### src/rtl/sram_like_arbiter_pkg.sv
// Shared definitions for the sram-like port arbiter: owner tags, size encodings,
// grant-select encoding and the select-to-owner mapping.
package sram_like_arbiter_pkg;

  localparam logic OWNER_INST = 1'b0;
  localparam logic OWNER_DATA = 1'b1;

  localparam logic [1:0] SIZE_BYTE = 2'd0;
  localparam logic [1:0] SIZE_HALF = 2'd1;
  localparam logic [1:0] SIZE_WORD = 2'd2;

  typedef enum logic [1:0] {
    SEL_NONE = 2'd0,
    SEL_INST = 2'd1,
    SEL_DATA = 2'd2
  } sel_e;

  function automatic logic owner_of(input sel_e sel);
    return (sel == SEL_DATA) ? OWNER_DATA : OWNER_INST;
  endfunction

endpackage

### src/rtl/arb_owner_fifo.sv
// In-order FIFO of 1-bit owner tags, one entry per accepted-but-unanswered request.
// Head is read straight from storage so the response steering is combinational.
module arb_owner_fifo
  import sram_like_arbiter_pkg::*;
#(
  parameter int DEPTH = 4
) (
  input  logic                     clk,
  input  logic                     resetn,
  input  logic                     push,
  input  logic                     push_owner,
  input  logic                     pop,
  output logic                     head,
  output logic [$clog2(DEPTH):0]   count,
  output logic                     full,
  output logic                     empty
);

  localparam int AW = $clog2(DEPTH);
  localparam logic [AW:0] FULL_CNT = (AW + 1)'(DEPTH);

  logic          mem_r [DEPTH];
  logic [AW-1:0] wptr_r;
  logic [AW-1:0] rptr_r;
  logic [AW:0]   count_r;
  logic          push_ok_s;
  logic          pop_ok_s;

  assign full      = (count_r == FULL_CNT);
  assign empty     = (count_r == '0);
  assign push_ok_s = push & ~full;
  assign pop_ok_s  = pop & ~empty;
  assign head      = mem_r[rptr_r];
  assign count     = count_r;

  // Owner storage and pointers; DEPTH is a power of two so pointers wrap naturally.
  always_ff @(posedge clk or negedge resetn) begin
    if (!resetn) begin
      for (int i = 0; i < DEPTH; i++) begin
        mem_r[i] <= OWNER_INST;
      end
      wptr_r <= '0;
      rptr_r <= '0;
    end else begin
      if (push_ok_s) begin
        mem_r[wptr_r] <= push_owner;
        wptr_r        <= wptr_r + AW'(1);
      end
      if (pop_ok_s) begin
        rptr_r <= rptr_r + AW'(1);
      end
    end
  end

  // Occupancy count; simultaneous push and pop leaves it unchanged.
  always_ff @(posedge clk or negedge resetn) begin
    if (!resetn) begin
      count_r <= '0;
    end else begin
      case ({push_ok_s, pop_ok_s})
        2'b10:   count_r <= count_r + (AW + 1)'(1);
        2'b01:   count_r <= count_r - (AW + 1)'(1);
        default: count_r <= count_r;
      endcase
    end
  end

endmodule

### src/rtl/sram_like_arbiter.sv
// Shares one sram-like port between instruction fetch and load/store with data
// priority, an anti-starvation override for fetch, and in-order response steering.
module sram_like_arbiter
  import sram_like_arbiter_pkg::*;
#(
  parameter int OUTSTANDING = 4,
  parameter int STARVE_MAX  = 4,
  parameter int ADDR_W      = 32,
  parameter int DATA_W      = 32
) (
  input  logic                           clk,
  input  logic                           resetn,
  input  logic                           inst_req,
  input  logic                           inst_wr,
  input  logic [1:0]                     inst_size,
  input  logic [ADDR_W-1:0]              inst_addr,
  input  logic [DATA_W-1:0]              inst_wdata,
  output logic                           inst_addr_ok,
  output logic                           inst_data_ok,
  output logic [DATA_W-1:0]              inst_rdata,
  input  logic                           data_req,
  input  logic                           data_wr,
  input  logic [1:0]                     data_size,
  input  logic [ADDR_W-1:0]              data_addr,
  input  logic [DATA_W-1:0]              data_wdata,
  output logic                           data_addr_ok,
  output logic                           data_data_ok,
  output logic [DATA_W-1:0]              data_rdata,
  output logic                           sram_req,
  output logic                           sram_wr,
  output logic [1:0]                     sram_size,
  output logic [ADDR_W-1:0]              sram_addr,
  output logic [DATA_W-1:0]              sram_wdata,
  input  logic                           sram_addr_ok,
  input  logic                           sram_data_ok,
  input  logic [DATA_W-1:0]              sram_rdata,
  output logic [$clog2(OUTSTANDING):0]   outstanding,
  output logic                           proto_err
);

  localparam int SW = $clog2(STARVE_MAX + 1);
  localparam logic [SW-1:0] STARVE_LIM = SW'(STARVE_MAX);

  sel_e          sel_s;
  logic          force_inst_s;
  logic          accept_s;
  logic          pop_s;
  logic          head_s;
  logic          full_s;
  logic          empty_s;
  logic [SW-1:0] starve_cnt_r;
  logic          proto_err_r;

  assign force_inst_s = inst_req & (starve_cnt_r == STARVE_LIM);

  // Grant select: gated by reset and by the registered full flag only.
  always_comb begin
    sel_s = SEL_NONE;
    if (!resetn || full_s) begin
      sel_s = SEL_NONE;
    end else if (data_req && !force_inst_s) begin
      sel_s = SEL_DATA;
    end else if (inst_req) begin
      sel_s = SEL_INST;
    end else begin
      sel_s = SEL_NONE;
    end
  end

  // Request field mux; inst fields are presented whenever data is not selected.
  always_comb begin
    sram_wr    = inst_wr;
    sram_size  = inst_size;
    sram_addr  = inst_addr;
    sram_wdata = inst_wdata;
    if (sel_s == SEL_DATA) begin
      sram_wr    = data_wr;
      sram_size  = data_size;
      sram_addr  = data_addr;
      sram_wdata = data_wdata;
    end else begin
      sram_wr    = inst_wr;
      sram_size  = inst_size;
      sram_addr  = inst_addr;
      sram_wdata = inst_wdata;
    end
  end

  assign sram_req     = (sel_s != SEL_NONE);
  assign accept_s     = sram_req & sram_addr_ok;
  assign inst_addr_ok = accept_s & (sel_s == SEL_INST);
  assign data_addr_ok = accept_s & (sel_s == SEL_DATA);

  assign pop_s        = sram_data_ok & ~empty_s & resetn;
  assign inst_data_ok = pop_s & (head_s == OWNER_INST);
  assign data_data_ok = pop_s & (head_s == OWNER_DATA);
  assign inst_rdata   = sram_rdata;
  assign data_rdata   = sram_rdata;
  assign proto_err    = proto_err_r;

  arb_owner_fifo #(
    .DEPTH (OUTSTANDING)
  ) u_owner_fifo (
    .clk        (clk),
    .resetn     (resetn),
    .push       (accept_s),
    .push_owner (owner_of(sel_s)),
    .pop        (pop_s),
    .head       (head_s),
    .count      (outstanding),
    .full       (full_s),
    .empty      (empty_s)
  );

  // Consecutive data grants taken while fetch is waiting, saturating at the limit.
  always_ff @(posedge clk or negedge resetn) begin
    if (!resetn) begin
      starve_cnt_r <= '0;
    end else if (!inst_req || inst_addr_ok) begin
      starve_cnt_r <= '0;
    end else if (data_addr_ok && (starve_cnt_r != STARVE_LIM)) begin
      starve_cnt_r <= starve_cnt_r + SW'(1);
    end else begin
      starve_cnt_r <= starve_cnt_r;
    end
  end

  // Sticky flag for a response arriving with nothing in flight.
  always_ff @(posedge clk or negedge resetn) begin
    if (!resetn) begin
      proto_err_r <= 1'b0;
    end else if (sram_data_ok && empty_s) begin
      proto_err_r <= 1'b1;
    end else begin
      proto_err_r <= proto_err_r;
    end
  end

endmodule

### config.mk
export PLATFORM = sky130hd
export DESIGN_NAME = sram_like_arbiter
export DESIGN_NICKNAME = d
export VERILOG_FILES = /design/src/rtl/sram_like_arbiter_pkg.sv /design/src/rtl/arb_owner_fifo.sv /design/src/rtl/sram_like_arbiter.sv
export SDC_FILE = /design/constraint.sdc
export NUM_CORES = 1
export LEC_CHECK = 0
export ABC_AREA = 1
export ABC_CLOCK_PERIOD_IN_PS = 2600
export CORE_AREA = 8 8 115 117
export CTS_BUF_LIST = sky130_fd_sc_hd__clkbuf_4
export CTS_CLUSTER_SIZE = 20
export DETAILED_ROUTE_END_ITERATION = 16
export DIE_AREA = 0 0 123 125
export GPL_ROUTABILITY_DRIVEN = 0
export GPL_TIMING_DRIVEN = 0
export MAX_ROUTING_LAYER = met4
export PLACE_DENSITY = 0.77
export REMOVE_ABC_BUFFERS = 1
export SKIP_CTS_REPAIR_TIMING = 1
export SYNTH_ARGS = -nofsm -noshare
export SYNTH_HDL_FRONTEND = slang
export SYNTH_SLANG_ARGS = --single-unit
export TNS_END_PERCENT = 10
### constraint.sdc
create_clock -name clk -period 2.6 [get_ports clk]
set_clock_uncertainty 0.05 [all_clocks]
set_input_delay 0.78 -clock clk [delete_from_list [all_inputs] [get_ports clk]]
set_output_delay 0.78 -clock clk [all_outputs]
set_load 0.02 [all_outputs]
# After elaboration in Yosys (flattened, before gate mapping)
# Cells that the tools add are included.
# classes
add_sub_neg,5
order_cmp,3
n_eq_ne,7
muxes,17
bitwise_logic,15
reduce_logical,13
# op_table
cell,count
$mux W32,2
$and A1 B1 Y1,10
$add A3 B1 Y3 const B,2
$eq A3 B3 Y1 const B,2
$ge A3 B3 Y1 const B,2
$mux W1,6
$mux W2,3
$mux W3,2
$not A2 Y3,2
$pmux W3 S2,1
$reduce_bool A2 Y1,3
$add A2 B1 Y2 const B,2
$bwmux W4,1
$eq A2 B1 Y1 const B,2
$eq A2 B2 Y1 const B,2
$logic_and A1 B1 Y1,4
$logic_not A1 Y1,3
$logic_not A3 Y1,1
$lt A3 B1 Y1 const B,1
$ne A3 B3 Y1 const B,1
$not A1 Y1,3
$sub A3 B1 Y3 const B,1
$bmux W1 S2,1
$demux W1 S2,1
$logic_or A1 B1 Y1,2
# totals
ff_bits,15
out_inout_bits,140
word_cells,69

# Longest topological paths before layout
# Gate-level depths: netlist (run 1).
# depth
ltp_word,12
depth_mapped,12
depth_no_buf,12

# Modules after synthesis
# From an unflattened synthesis (run 1), not the netlist that was laid out.
# unflattened
cells_unflattened,409
hier_area_um2,2308.5
# by_module_without_submodules
mod,n_inst,cells_per_inst,area_per_inst_um2
sram_like_arbiter,1,326,1640.3
arb_owner_fifo,1,83,668.1

# Worst setup path before layout (run 1)
# Ideal clock, no wire load.
# synth_timing
kind,input-to-output
startpoint,input port inst_req
endpoint,output port sram_addr[0]
t_arrival_ns,1.642
slack_ns,0.128
stages,6
path_buffers,1
path_cell_list,nand3_1 nand2_2 nor2_4 buf_1 nand2_1 nand2_1
# synth_via
elab_chain_cells,7
elab_cells_between_ends,8
cone_classes,1 x eq/ne; 4 x mux; 1 x bitwise; 2 x reduce/logical
# synth_rtl
item,line,source
from (decl),sram_like_arbiter.sv:13,"input logic inst_req,"
$and A1 B1 Y1,sram_like_arbiter.sv:54,assign force_inst_s = inst_req & (starve_cnt_r == STARVE_LIM);
$logic_not A1 Y1,sram_like_arbiter.sv:61,end else if (data_req && !force_inst_s) begin
$logic_and A1 B1 Y1,sram_like_arbiter.sv:61,
$mux W2 *,sram_like_arbiter.sv:61,
$mux W2 *,sram_like_arbiter.sv:59,if (!resetn || full_s) begin
$eq A2 B2 Y1 *,sram_like_arbiter.sv:76,if (sel_s == SEL_DATA) begin
$mux W32 *,sram_like_arbiter.sv:76,
to (decl),sram_like_arbiter.sv:32,"output logic [ADDR_W-1:0] sram_addr,"
# Every way passes the cells marked *; elsewhere a longest branch is shown, timed or not.

# Worst setup path in the final report (run 1)
# layout_timing
startpoint,register starve_cnt_r[0]
endpoint,output port sram_wr
# layout_via
elab_chain_cells,8
# layout_rtl
item,line,source
from (decl),sram_like_arbiter.sv:51,logic [SW-1:0] starve_cnt_r;
from (signal assigned),sram_like_arbiter.sv:122,starve_cnt_r <= starve_cnt_r + SW'(1);
from (signal assigned),sram_like_arbiter.sv:124,starve_cnt_r <= starve_cnt_r;
$eq A3 B3 Y1,sram_like_arbiter.sv:54,
$and A1 B1 Y1,sram_like_arbiter.sv:54,
$logic_not A1 Y1,sram_like_arbiter.sv:61,
$logic_and A1 B1 Y1,sram_like_arbiter.sv:61,
$mux W2,sram_like_arbiter.sv:61,
$mux W2,sram_like_arbiter.sv:59,
$eq A2 B2 Y1,sram_like_arbiter.sv:76,
$mux W1,sram_like_arbiter.sv:76,
to (decl),sram_like_arbiter.sv:30,"output logic sram_wr,"
# No other way between the ends.

==> impl_metrics.ini, run 1 <==
[floorplan]
core_area_um2 = 11600
die_area_um2 = 15400
ios = 312
floorplan.initialDensity = 0.191
die_h_um = 125
placementRows = 40
die_w_um = 123

[detailed_routing]
post_drt_wl_per_cell_um = 21.2
dr_total_vias = 3005
drt_wl_total_um = 14800
vias_per_cell = 4.32
ant_nets = 0
first_iter_violations = 101
drc = 0
drt_first_pass_iters = 4

[setup_path]
r2r-start = starve_cnt_r[0]
endpoint_kind = output pin
r2r_cells = 13
worstPathRequired_ns = 1.77
r2r_setup_slack_ns = 0.28
cp_max_fo = 8
reg2reg_to = u_owner_fifo.count[2]
cp-start-kind = flop
startpoint = starve_cnt_r[0]
critPathKind = flop to output pin
critical_path_arrival_ns = 1.94

[min_path]
hold_path_class = primary input to asynchronous set/reset pin

[finish]
n_fill_cell = 1204
antenna_cells = 0
stdcell_count = 695
drive_above_1_share = 0.277
finalInstanceArea_um2 = 4510
nNetsFinal = 729
multi_input_area_um2 = 1390
syn_to_final_growth_pct = 104
seq_area_um2 = 377

[timing]
max_freq_mhz = 361
period_share = 1.06
worst_pin_slew_ns = 0.407
setup-tns-final_ns = -5.62
grt_setup_unrepaired = yes
fin_crit_ns = 2.77
max_slew_margin = 0.728
setup_violations = 59
drv_slew = 0
timing.final.ws_setup_ns = -0.169
finalHoldViolCount = 0

[flow_run]
maxCapViolations = 0

[synth]
synth.top_cells.by_count = nand2_1, buf_4, nand3_1
synth.area.top_cells = nand2_1, buf_4, dfrtp_1
yosysTopAreaCell = nand2_1
ys_warn_count = 0
synth_area_per_cell_um2 = 5.75
synthArstFlopShare = 1.00
synth_edf_count = 0
synth_seq_area_share = 0.169
synthDistinctLibCells = 25
synth_most_common_cell = nand2_1
synth_flop_cell = dfrtp_1
synth_top_cell_area_share = 0.376
syn-cell-area_um2 = 2210
ys_ff_latch = 15
syn_inst = 385

[clock_tree]
cts_tree = done
clkLatencyLatePin_ns = 0.30
cts_buffers = 3
cts_num_sinks = 15
clock-root-buffer = clkbuf_4
cts.path.max_buffers = 2
cts.clk_slew.worst_paths_ns = 0.11
cts_htree_levels = 1

[outcome]
failed_checks = negative setup slack
outcome = finished with violations

[place]
port_buffers = 215
dpl_cell_area_um2 = 4000
dp.cells = 669
hpwl_um = 11000

[pwr]
p_leak_nw = 2.25
vdd_drop_max_uv = 407
power_mw = 2.42
power_density_nw_per_um2 = 537

[global_route]
grt_use_total = 0.157
grt_pass1_wl_um = 17200
overflow = 0
grt_max_degree = 68
grt_pass1_vias = 2678
antenna_found_initial = 0
-- worst max-delay path, cell delays in order, from the launching register on --
cell and delay [ns]:
dfrtp_1 0.41, inv_2 0.07, ha_4 0.17, nand3_4 0.08, nand2_4 0.07, nor2_4 0.18
buf_12 0.15, buf_8 0.11, clkbuf_16 0.15, nand2_1 0.06, nand2_2 0.08, buf_6 0.12
-- area by class of cell --
type | instances | share of cell area
inverter | 15 | 0.0153
multi-input combinational | 277 | 0.309
clock buffer | 3 | 0.00499
timing repair buffer | 232 | 0.531
timing repair inverter | 5 | 0.0136
sequential | 15 | 0.0835
clock inverter | 1 | 0.00166
tap | 147 | 0.0408
-- where the power goes --
part	total [mW]	switching, mW	internal, mW	leakage (nW)
registers	0.414	0.0894	0.325	0.182
logic	1.86	0.986	0.873	2.06
clock network	0.149	0.0902	0.0586	0.0139
total	2.42	1.17	1.26	2.25
-- cell families after synthesis --
family                     count (synthesis)  synth area share
adders and majority gates                  8            0.0486
and+or+nand+nor                          255             0.453
xor gates and xnor gates                   5            0.0198
buffers and inverters                     94             0.285
DFF                                       15             0.169
AOI/OAI and AO/OA                          8            0.0243
-- worst max-delay path by stage --
stage	endpoint	slack [ns]	depth (start not counted)
floorplan	sram_addr[0]	-0.88	6
global placement	sram_wdata[11]	-3.56	7
detailed placement	sram_wdata[11]	-2.64	7
CTS	sram_wdata[11]	-2.63	7
global route	sram_wr	-0.28	11
finish	sram_wr	-0.17	11
-- metal layers --
layer,up-vias,routed length (µm),global-route usage
li1,1432,-,-
met1,1333,6190,0.200
met2,232,5910,0.204
met3,8,2570,0.107
met4,0,83,0.0177
met5,-,0,-
-- cells in the final DEF (no fill, tap or decap), types with 4 or more instances in the layout --
cell type	netlist	layout
clkbuf_2	0	6
nand2_2	3	31
inv_1	14	12
ha_1	7	6
buf_4	64	26
xor2_1	4	4
nor2_1	7	7
nand3_1	20	18
clkdlybuf4s50_1	0	139
nand2_4	0	8
buf_12	0	6
dfrtp_1	15	14
buf_6	4	46
nand2_1	222	186
-- metrics by stage --
step	hold WS, ns	util	setup WS, ns
floorplan	0.392	-	-0.876
global route	0.198	0.388	-0.281
global placement	0.403	0.342	-3.56
finish	0.216	0.388	-0.169
detailed placement	0.411	0.344	-2.64
CTS	0.435	0.347	-2.63
-- flip-flops by register name (all words and copies together), names as in the netlist --
signal               flops
u_owner_fifo.mem_r       4
starve_cnt_r             3
u_owner_fifo.count       3
u_owner_fifo.rptr_r      2
u_owner_fifo.wptr_r      2
proto_err                1
(Power assumes the default switching activity.)
==> run 2: changes to the inputs <==
--- a/config.mk
+++ b/config.mk
@@ -17,6 +17,7 @@
 export MAX_ROUTING_LAYER = met4
 export PLACE_DENSITY = 0.77
 export REMOVE_ABC_BUFFERS = 1
+export SETUP_SLACK_MARGIN = 0.1
 export SKIP_CTS_REPAIR_TIMING = 1
 export SYNTH_ARGS = -nofsm -noshare
 export SYNTH_HDL_FRONTEND = slang
==> run 2 against run 1 <==
Effect of this change:
- the run still ends with negative setup slack left
- power up 1.1%
- design area increased by 0.89%
- count of clock-buffer cells in the layout unchanged
- maximum frequency increased by 0.85%
- clock power barely moved
- hold slack hardly changed
- final cell count stayed put
- routed wire length rose by 0.76%
- critical path type unchanged
==> impl_metrics.ini, run 2 (synthesis results as in run 1) <==
[outcome]
outcome = finished with violations
failed_checks = negative setup slack

[detailed_routing]
dr_total_vias = 2994
first_iter_violations = 94
drt_first_pass_iters = 4
post_drt_wl_per_cell_um = 21.4
ant_nets = 0
drt_wl_total_um = 14900
vias_per_cell = 4.31
drc = 0

[floorplan]
floorplan.initialDensity = 0.191
die_h_um = 125
placementRows = 40
ios = 312
die_area_um2 = 15400
core_area_um2 = 11600
die_w_um = 123

[finish]
antenna_cells = 0
stdcell_count = 695
final_util = 0.392
final_cell_mix = nand2_1, clkdlybuf4s50_1, buf_6
final_common_cell = nand2_1
regMostFlops = u_owner_fifo.mem_r
largest_reg_flops = 4
drive_above_1_share = 0.288
nNetsFinal = 729
finalInstanceArea_um2 = 4550
syn_to_final_growth_pct = 105

[setup_path]
cpMaxStageDelayCell = dfrtp_1
cp_max_fo = 8
crit_buf_inv = 5
crit_family = buffers and inverters
worstPathRequired_ns = 1.77
crit_chain = inv_2, ha_4, nand3_4, nand2_4, nor2_4, buf_12, buf_8, clkbuf_16, nand2_2, nand2_2, buf_6
critPathKind = flop to output pin
r2r_setup_slack_ns = 0.27
cp-start-kind = flop
critPathMaxStageDelay_ns = 0.40
crit_top_cell = nand2_2
critical_path_arrival_ns = 1.92
endpoint_kind = output pin

[timing]
max_slew_margin = 0.732
finalHoldViolCount = 0
drv_slew = 0
max_freq_mhz = 364
grt_setup_unrepaired = yes
setup-tns-final_ns = -5.01
whs_ns = 0.216
setup_violations = 55
worst_pin_slew_ns = 0.400
timing.final.ws_setup_ns = -0.145
fin_crit_ns = 2.75
period_share = 1.06

[clock_tree]
cts_tree = done
cts_num_sinks = 15
cts_htree_levels = 1
clkLatencyLatePin_ns = 0.30
cts.path.max_buffers = 2
cts_buffers = 3
cts.clk_slew.worst_paths_ns = 0.11
clock-root-buffer = clkbuf_4

[place]
dpl_cell_area_um2 = 4000
port_buffers = 215
hpwl_um = 11000
dp.cells = 669

[global_route]
antenna_found_initial = 0
overflow = 0
grt_use_total = 0.157
grt_pass1_wl_um = 17200
grt_max_degree = 68
grt_pass1_vias = 2678

[pwr]
vdd_drop_max_uv = 408
power_density_nw_per_um2 = 538
p_leak_nw = 2.28

[min_path]
hold_path_class = primary input to asynchronous set/reset pin

[flow_run]
maxCapViolations = 0
[run 2: path summary, 6_finish.rpt]
kind                            startpoint  cells after the start               endpoint
setup / recovery           starve_cnt_r[0]                     11         sram_wdata[20]
hold / removal                      resetn                      1  u_owner_fifo.mem_r[3]
setup reg to reg           starve_cnt_r[0]                     13  u_owner_fifo.count[2]
hold reg to reg                  proto_err                      1              proto_err
max in group asynchronous           resetn                      1  u_owner_fifo.count[0]
min in group clk                 proto_err                      1              proto_err
[run 2: metrics by stage]
step / total power [mW] / setup WS (ns)
floorplan: 1.15 / -0.876
global placement: 1.98 / -3.56
detailed placement: 2.00 / -2.64
CTS: 2.15 / -2.63
global route: 2.64 / -0.248
finish: 2.45 / -0.145
[run 2: worst reg2reg max path: stages, from the launching register on]
cell,delay [ns]
dfrtp_1,0.42
inv_2,0.09
ha_4,0.15
nand3_4,0.08
nand2_4,0.11
buf_4,0.13
a21oi_4,0.08
nand2_1,0.13
ha_1,0.16
inv_1,0.06
fa_1,0.37
a21oi_1,0.14
o21ai_0,0.11
xor2_1,0.15
[run 2: power breakdown]
group | total [mW] | internal, mW | switching, mW | leakage (nW)
logic | 1.89 | 0.893 | 0.995 | 2.08
registers | 0.413 | 0.325 | 0.0882 | 0.182
clock network | 0.148 | 0.0586 | 0.0898 | 0.0139
[run 2: cell type report]
type / count / area [µm²]
clock inverter: 1 / 7.51
fill: 1201 / 7060
multi-input combinational: 277 / 1400
timing repair buffer: 233 / 2450
sequential: 15 / 377
tap: 147 / 184
inverter: 15 / 68.8
clock buffer: 3 / 22.5
timing repair inverter: 4 / 42.5
[run 2: per-layer routing]
| metal | track usage | vias to the layer above | part of all wire |
|---|---|---|---|
| met5 | - | - | 0 |
| met4 | 0.0177 | 0 | 0.0039 |
| met3 | 0.107 | 6 | 0.17 |
| met2 | 0.204 | 215 | 0.40 |
| met1 | 0.200 | 1340 | 0.42 |
| li1 | - | 1433 | - |
